==> src/rtl/seg7_pkg.sv <==
// rtl/seg7_pkg.sv - shared types and constants for the six-digit hex display controller
package seg7_pkg;

  localparam int DIGITS = 6;
  localparam logic [7:0] BLANK = 8'hFF;

  typedef enum logic [1:0] {
    ST_IDLE,
    ST_DECODE,
    ST_COMMIT
  } scanStateT;

  // Active-low g..a patterns, entry 15 (F) first down to entry 0
  localparam logic [15:0][6:0] SEG_TABLE = {
    7'h0E, 7'h06, 7'h21, 7'h46, 7'h03, 7'h08, 7'h18, 7'h00,
    7'h78, 7'h02, 7'h12, 7'h19, 7'h30, 7'h24, 7'h79, 7'h40
  };

endpackage

==> src/rtl/seg7_scan_ctrl_if.sv <==
// rtl/seg7_scan_ctrl_if.sv - update request handshake carrying value, blank and decimal-point masks
interface seg7_scan_ctrl_if;
  import seg7_pkg::*;

  logic                  iVALID;
  logic                  oREADY;
  logic [4*DIGITS-1:0]   iDATA;
  logic [DIGITS-1:0]     iBLANK;
  logic [DIGITS-1:0]     iDP;

  modport master (output iVALID, iDATA, iBLANK, iDP, input oREADY);
  modport slave  (input iVALID, iDATA, iBLANK, iDP, output oREADY);

endinterface

==> src/rtl/seg7_decode.sv <==
// rtl/seg7_decode.sv - combinational hex nibble to active-low 7-segment pattern
module seg7_decode
  import seg7_pkg::*;
(
  input  logic [3:0] nibble,
  output logic [6:0] seg
);

  assign seg = SEG_TABLE[nibble];

endmodule

==> src/rtl/seg7_scan_ctrl.sv <==
// rtl/seg7_scan_ctrl.sv - decodes six digits serially into a shadow register, then commits them at once
module seg7_scan_ctrl
  import seg7_pkg::*;
#(
  parameter bit LZ_SUPPRESS = 1'b0
) (
  input  logic             iCLK,
  input  logic             iRST_N,
  seg7_scan_ctrl_if.slave  upd,
  output logic [7:0]       oHEX0,
  output logic [7:0]       oHEX1,
  output logic [7:0]       oHEX2,
  output logic [7:0]       oHEX3,
  output logic [7:0]       oHEX4,
  output logic [7:0]       oHEX5
);

  scanStateT           state;
  logic [2:0]          idx;
  logic                readyReg;
  logic [4*DIGITS-1:0] dataReg;
  logic [DIGITS-1:0]   blankReg;
  logic [DIGITS-1:0]   dpReg;
  logic [7:0]          shadow [DIGITS];
  logic [7:0]          hexReg [DIGITS];

  logic [3:0] nibble;
  logic [6:0] seg;
  logic       blankBit;
  logic       dpBit;
  logic       lzBit;
  logic [7:0] zeroFrom;
  logic [7:0] digitCode;

  seg7_decode uDecode (
    .nibble (nibble),
    .seg    (seg)
  );

  // zeroFrom[n] is set when every nibble from n up to the top digit is zero
  always_comb begin
    zeroFrom = 8'hFF;
    for (int n = DIGITS - 1; n >= 0; n--) begin
      zeroFrom[n] = zeroFrom[n+1] && (dataReg[4*n +: 4] == 4'h0);
    end
  end

  always_comb begin
    nibble   = 4'h0;
    blankBit = 1'b0;
    dpBit    = 1'b0;
    case (idx)
      3'd0: begin nibble = dataReg[3:0];   blankBit = blankReg[0]; dpBit = dpReg[0]; end
      3'd1: begin nibble = dataReg[7:4];   blankBit = blankReg[1]; dpBit = dpReg[1]; end
      3'd2: begin nibble = dataReg[11:8];  blankBit = blankReg[2]; dpBit = dpReg[2]; end
      3'd3: begin nibble = dataReg[15:12]; blankBit = blankReg[3]; dpBit = dpReg[3]; end
      3'd4: begin nibble = dataReg[19:16]; blankBit = blankReg[4]; dpBit = dpReg[4]; end
      3'd5: begin nibble = dataReg[23:20]; blankBit = blankReg[5]; dpBit = dpReg[5]; end
      default: begin end
    endcase
    lzBit     = LZ_SUPPRESS && (idx != 3'd0) && zeroFrom[idx];
    digitCode = (blankBit || lzBit) ? BLANK : {~dpBit, seg};
  end

  always_ff @(posedge iCLK or negedge iRST_N) begin
    if (!iRST_N) begin
      state    <= ST_IDLE;
      idx      <= 3'd0;
      readyReg <= 1'b1;
      dataReg  <= '0;
      blankReg <= '0;
      dpReg    <= '0;
      for (int n = 0; n < DIGITS; n++) begin
        shadow[n] <= BLANK;
        hexReg[n] <= BLANK;
      end
    end else begin
      case (state)
        ST_IDLE: begin
          if (upd.iVALID && readyReg) begin
            dataReg  <= upd.iDATA;
            blankReg <= upd.iBLANK;
            dpReg    <= upd.iDP;
            idx      <= 3'd0;
            readyReg <= 1'b0;
            state    <= ST_DECODE;
          end
        end
        ST_DECODE: begin
          shadow[idx] <= digitCode;
          if (idx == 3'(DIGITS - 1)) begin
            state <= ST_COMMIT;
          end else begin
            idx <= idx + 3'd1;
          end
        end
        ST_COMMIT: begin
          for (int n = 0; n < DIGITS; n++) begin
            hexReg[n] <= shadow[n];
          end
          idx      <= 3'd0;
          readyReg <= 1'b1;
          state    <= ST_IDLE;
        end
        default: begin
          state    <= ST_IDLE;
          readyReg <= 1'b1;
        end
      endcase
    end
  end

  assign upd.oREADY = readyReg;
  assign oHEX0 = hexReg[0];
  assign oHEX1 = hexReg[1];
  assign oHEX2 = hexReg[2];
  assign oHEX3 = hexReg[3];
  assign oHEX4 = hexReg[4];
  assign oHEX5 = hexReg[5];

endmodule

==> src/flat_wrapper.sv <==
// flat-port wrapper written by rule: the top's interface ports become plain ports
module seg7_scan_ctrl_flat import seg7_pkg::*;
#(
  parameter bit LZ_SUPPRESS = 1'b0
)
  (iCLK, iRST_N, oHEX0, oHEX1, oHEX2, oHEX3, oHEX4, oHEX5, upd_iVALID, upd_iDATA, upd_iBLANK, upd_iDP, upd_oREADY);
  seg7_scan_ctrl_if upd_i ();
  input  logic iCLK;
  input  logic iRST_N;
  output logic [7:0] oHEX0;
  output logic [7:0] oHEX1;
  output logic [7:0] oHEX2;
  output logic [7:0] oHEX3;
  output logic [7:0] oHEX4;
  output logic [7:0] oHEX5;
  input wire logic [$bits(upd_i.iVALID)-1:0] upd_iVALID;
  input wire logic [$bits(upd_i.iDATA)-1:0] upd_iDATA;
  input wire logic [$bits(upd_i.iBLANK)-1:0] upd_iBLANK;
  input wire logic [$bits(upd_i.iDP)-1:0] upd_iDP;
  output wire logic [$bits(upd_i.oREADY)-1:0] upd_oREADY;
  assign upd_i.iVALID = upd_iVALID;
  assign upd_i.iDATA = upd_iDATA;
  assign upd_i.iBLANK = upd_iBLANK;
  assign upd_i.iDP = upd_iDP;
  assign upd_oREADY = upd_i.oREADY;
  seg7_scan_ctrl #(.LZ_SUPPRESS(LZ_SUPPRESS)) u_core (.iCLK(iCLK), .iRST_N(iRST_N), .upd(upd_i), .oHEX0(oHEX0), .oHEX1(oHEX1), .oHEX2(oHEX2), .oHEX3(oHEX3), .oHEX4(oHEX4), .oHEX5(oHEX5));
endmodule
==> config.mk <==
export PLATFORM = sky130hd
export DESIGN_NAME = seg7_scan_ctrl_flat
export DESIGN_NICKNAME = d
export VERILOG_FILES = /design/src/rtl/seg7_pkg.sv /design/src/rtl/seg7_scan_ctrl_if.sv /design/src/rtl/seg7_decode.sv /design/src/rtl/seg7_scan_ctrl.sv /design/src/flat_wrapper.sv
export SDC_FILE = /design/constraint.sdc
export NUM_CORES = 1
export LEC_CHECK = 0
export CORE_MARGIN = 2
export CORE_UTILIZATION = 45
export DETAILED_ROUTE_END_ITERATION = 16
export DONT_BUFFER_PORTS = 1
export GPL_ROUTABILITY_DRIVEN = 0
export GPL_TIMING_DRIVEN = 0
export PLACE_DENSITY = 0.64
export SYNTH_ARGS = -nofsm -noshare
export SYNTH_HDL_FRONTEND = slang
export SYNTH_SLANG_ARGS = --single-unit
==> constraint.sdc <==
create_clock -name iCLK -period 4.5 [get_ports iCLK]
set_clock_uncertainty 0.05 [all_clocks]
set_input_delay 1.125 -clock iCLK [delete_from_list [all_inputs] [get_ports iCLK]]
set_output_delay 1.125 -clock iCLK [all_outputs]
set_load 0.01 [all_outputs]
# Word level (Yosys, flattened, before mapping)
# Memories as Yosys holds them, arrays and structs flattened.
# Index checks and enable logic that the tools add are counted.
dict set report op_classes {
  addsub 1
  n_mul 0
  div 0
  n_lt_le_gt_ge 3
  n_eq_ne 10
  n_shift 0
  muxes 16
  bitwise_logic 3
  reduce_logical 9
}
# cell count
set op_table {}
lappend op_table {{bitwise mux 48 bit} 1}
lappend op_table {{demux 8 bit (select 3 bit)} 1}
lappend op_table {{case mux 4 bit (6 select lines)} 1}
lappend op_table {{two-way mux 8 bit} 2}
lappend op_table {{case mux 1 bit (6 select lines)} 2}
lappend op_table {{case mux 3 bit (3 select lines)} 1}
lappend op_table {{two-way mux 7 bit} 1}
lappend op_table {{equality test 3 x 2 -> 1 bit, second input constant} 2}
lappend op_table {{equality test 3 bit, second input constant} 2}
lappend op_table {{two-way mux 3 bit} 2}
lappend op_table {{AND reduction 2 bit} 3}
lappend op_table {{less-than comparator 4 x 5 -> 1 bit, second input constant} 1}
lappend op_table {{>= comparator 4 bit, second input constant} 1}
lappend op_table {{less-than comparator 4 x 1 -> 1 bit, second input constant} 1}
lappend op_table {{two-way mux 2 bit} 2}
lappend op_table {{!= test 2 x 1 -> 1 bit, second input constant} 2}
lappend op_table {{inverter 3 -> 4 bit} 1}
lappend op_table {{case mux 2 bit (2 select lines)} 1}
lappend op_table {{adder 3 x 1 -> 3 bit, second input constant} 1}
lappend op_table {{equality test 3 x 1 -> 1 bit, second input constant} 1}
lappend op_table {{logical NOT 3 bit} 1}
lappend op_table {{AND reduction 3 bit} 1}
lappend op_table {{nonzero test 3 bit} 1}
lappend op_table {{equality test 2 x 1 -> 1 bit, second input constant} 1}
lappend op_table {{other kinds (7)} 9}
dict set report totals {
  ff_bits 138
  latch_bits 0
  ram_bits 0
  rom_bits 112
  in_bits 39
  elab_cells 61
  n_memories 1
}
# name depth width rd rd_ports_with_merged_regs write_ports line
set mem_list {}
lappend mem_list {{(name not given)} 16 7 1 0 0 seg7_decode.sv:9} ;# assign seg = SEG_TABLE[nibble];

# Depth between registers and ports, before layout
dict set report logic_depth {
  word_depth 6
  mapped_depth 15
  ltp_nobuf 11
}

# Cells and area by module
# From an unflattened synthesis, not the netlist that was laid out.
dict set report hier_totals {
  cells_unflattened 390
  area_unflattened_um2 5761.8
}
# mod n_inst cells_per_inst area_each_um2 seq_area_each_um2
set modules_own_cells {}
lappend modules_own_cells {seg7_scan_ctrl 1 355 5502.8 3574.7}
lappend modules_own_cells {seg7_decode 1 35 259.0 0.0}

# Worst setup path after synthesis
# Ideal clock, no wire load.
dict set report synth_timing {
  kind {reg2reg}
  startpoint {reg u_core.idx[2]}
  endpoint {reg u_core.shadow[35] in the netlist's numbering}
  t_arrival_ps 2824
  required_ps 4365
  path_slack_ps 1541
  stages_incl_launch_ff 15
  path_cell_list {dfrtp_1 buf_4 buf_6 buf_2 inv_1 ha_1 buf_6 a32oi_2 o221a_4 clkinv_1 ha_1 or3_1 o22ai_1 o31ai_2 mux2_1}
}
dict set report synth_via {
  elab_chain_cells 6
}
# element line
set synth_rtl {}
lappend synth_rtl {{from (decl)} seg7_scan_ctrl.sv:19} ;# logic [2:0] idx;
lappend synth_rtl {{from (signal assigned)} seg7_scan_ctrl.sv:94} ;# idx <= idx + 3'd1;
lappend synth_rtl {{equality test 3 bit (tied with other cells)} seg7_scan_ctrl.sv:52} ;# case (idx)
lappend synth_rtl {{case mux 4 bit (6 select lines) (tied with other cells)} seg7_scan_ctrl.sv:52}
lappend synth_rtl {{memory (16 x 7 bit) / logical AND 1 bit (equally long branches)} -}
lappend synth_rtl {{two-way mux 7 bit (implied by the code) / two-way mux 8 bit (equally long branches)} {seg7_decode.sv:9, seg7_scan_ctrl.sv:90}}
lappend synth_rtl {{two-way mux 8 bit / demux 8 bit (select 3 bit) (equally long branches)} {seg7_scan_ctrl.sv:62, seg7_scan_ctrl.sv:90}}
lappend synth_rtl {{bitwise mux 48 bit (*)} seg7_scan_ctrl.sv:90} ;# shadow[idx] <= digitCode;
lappend synth_rtl {{to (signal, indexed assignment)} seg7_scan_ctrl.sv:90}
lappend synth_rtl {{to (decl)} seg7_scan_ctrl.sv:24} ;# logic [7:0] shadow [DIGITS];
# Every way passes the cells marked *; elsewhere a longest branch is shown, timed or not. The select of a mux whose other input is x is not followed.
# A chain may end at the register's enable or synchronous reset.

# Final worst setup path
dict set report layout_timing {
  startpoint {reg u_core.idx[2]}
  endpoint {reg u_core.shadow[27] in the netlist's numbering}
}
# Same word-level chain as after synthesis.

==> out/metrics.cfg <==
[place]
dpl.cell_count=630
io_buffers=0
place_ws_ns=0.978
dp_hpwl_mm=8.74

[cells_and_area]
drive_gt1_share_pct=54.3
nets=523
num_antenna_cells=0
syn_to_final_growth_pct=12.5
final_cells=662
num-fill-cells=1156
utilization_pct=52.0

[setup_path]
cp.required_ns=4.81
arrival_ns=3.91
critPathMaxFanout=10
cp-start-kind=flop
reg2reg_from=u_core.idx[2]
slowest_delay_ns=0.69
crit_type=reg -> reg
r2r_slack_ns=0.90
cp-end-kind=flop
startpoint=u_core.idx[2]
crit_slowest_cell=o31ai_2
cp_top_family=compound AO/OA/AOI/OAI gates
crit_buf_inv=6
path_cells=buf_4, buf_6, buf_2, inv_1, ha_1, buf_6, a32oi_1, o221a_2, ha_1, inv_1, or3_1, o22ai_1, o31ai_2, mux2_2

[clocking]
clock_latency_ns=0.43
cts_hold_buf=0
cts_buffers=17
clkSlewWorstSetupHoldPaths_ns=0.06
clock_path_buffers=2
cts.htree.levels=4
clkSinkCount=138
cts_tree=yes
root_buffer=clkbuf_16
post-cts-setup-buffers=0
post_cts_resize_count=0

[floorplanning]
io_pins=88
coreArea_sq_um=13200
initial_core_util_pct=46.2
row_count=42
floorplan.die.height_um=121
dieArea_sq_um=14600
die_w_um=121

[job]
maxCapViolCount=0

[power_and_ir_drop]
leakagePower_nw=2.79
p_per_area_nw_per_um2=874
vdd_drop_max_mv=0.377

[grt]
grt-busiest-layer=met2
grt_pass1_wl_mm=20.5
gr-usage-all-layers_pct=18.8
grt_util_met1_pct=22.6
met3_usage_pct=7.31
antenna_found_initial=0
grt_pass1_vias=3862
grt_util_met2_pct=29.5
grt_overflow=0
grt_max_degree=139

[route]
firstDrtPassIters=4
wl_mm=12.8
postRouteAntennaNets=0
drt_iter0_markers=264
routedWlPerCell_um=19.3
vias=3705
vias_per_cell=5.60
post-route-drc-count=0

[synthesis]
yosysWarnings=0
yosysSeqAreaShare_pct=58.4
syn-instance-count=454
synth.cell_area_sq_um=6120
syn-num-nets=504
yosys-top-cells-count=99 x mux2_2, 97 x dfstp_2, 41 x dfrtp_1, 36 x nand2_1, 20 x nor2_1
synth_flop_cell=dfstp_2
synth_top_cell_by_area=dfstp_2
ys_async_sr_fraction_pct=100
ys_ff_latch=138
yosysUniqueCellTypes=54
synth_area_leaders=dfstp_2 42%, mux2_2 18%, dfrtp_1 17%
yosysTopAreaCellShare_pct=41.6
syn_avg_cell_area_sq_um=13.5
yosysMostFrequentCell=mux2_2
synth_edf_count=0

[sta]
fin_crit_sh_pct=80.0
setup_tns_ns=0
tightest_slew_ns=0.881
fin_crit_ns=3.60
hold_viol=0
drv_slew=0
setup_ws_ns=0.900
clock.fmax_ghz=0.278
finalSetupViolCount=0
max-slew-margin-rel_pct=41.3
grt_setup_unrepaired=false

[outcome]
status=finished clean

[hold_path]
min_path_type=in -> async

-- flip-flops by register name (all words and copies together) (netlist names) --
name and count:
u_core.idx 3, u_core.dpReg 6, u_core.oHEX5 8, u_core.oHEX4 8
u_core.oHEX3 8, u_core.blankReg 6, u_core.state 2, u_core.oHEX0 8
u_core.dataReg 24, u_core.oHEX2 8, u_core.oHEX1 8, u_core.shadow 48
u_core.upd.oREADY 1
-- kinds of logic (layout without fill, tap and decap cells) --
logic type / count (synthesis) / count (layout) / share of synthesized area [%]
flops: 138 / 138 / 58.4
fa+ha+maj: 11 / 11 / 2.25
buf+inv: 35 / 67 / 2.78
mux: 106 / 106 / 19.4
compound gates: 84 / 84 / 11.2
simple gates: 80 / 80 / 5.99
-- final cells by class --
class / instances / area (sq um) / area share, %
inverters: 12 / 45.0 / 0.654
clock inverters: 10 / 70.1 / 1.02
flip-flops and latches: 138 / 3570 / 51.9
multi-input cells: 281 / 2380 / 34.5
plain buffers: 23 / 125 / 1.82
well taps: 176 / 220 / 3.20
clock buffers: 22 / 474 / 6.89
-- placed cells by master, fill, tap and decap left out, drive strengths merged, types with 2 or more instances in the layout --
cell type,synthesis,final
o221a,4,4
o221ai,3,3
and3,3,3
clkinv,1,7
nor2b,2,2
a41oi,2,2
a211oi,2,2
ha,11,11
a21oi,15,15
nand2b,3,3
dfstp,97,97
dfrtp,41,41
a221oi,2,2
a311oi,2,2
o31ai,8,8
o22ai,2,2
a22oi,6,6
a32oi,7,7
a31oi,4,4
mux2,101,101
nand3,6,6
nor3,2,2
or3,2,2
nand2,38,38
a32o,2,2
buf,14,14
nor2,20,20
clkinvlp,0,3
o21ai,21,21
and2,3,3
mux2i,5,5
inv,11,12
clkbuf,9,31
-- layer usage --
| metal | part of all wire (%) | up-vias |
|---|---|---|
| met5 | 0 | - |
| met4 | 2.7 | 0 |
| met3 | 6.2 | 27 |
| met2 | 49 | 94 |
| met1 | 42 | 1898 |
| li1 | - | 1686 |
-- stage by stage --
step	total power [mW]	hold slack (ns)	area, sq um
3_5_place_dp	4.79	0.405	6340
2_1_floorplan	4.09	0.393	6120
3_3_place_gp	4.68	0.402	6340
4_1_cts	6.07	0.332	6890
5_1_grt	6.40	0.345	6890
6_report	6.02	0.363	6890
-- final timing paths --
kind                                      endpoint  depth (start not counted)
worst max-delay path             u_core.shadow[27]                         14
worst min-delay path            u_core.dataReg[18]                          0
worst max register to register   u_core.shadow[27]                         14
worst min register to register    u_core.shadow[1]                          2
max in group asynchronous        u_core.shadow[27]                          0
min in group iCLK                 u_core.shadow[1]                          2
-- power by group --
part           internal (mW)  leakage, nW  switching, mW
clock                  0.746        0.262          0.515
combinational          0.931         1.02           1.32
sequential              2.08         1.51          0.423
total                   3.76         2.79           2.26
Note: power is estimated with default switching activity, not from simulation.
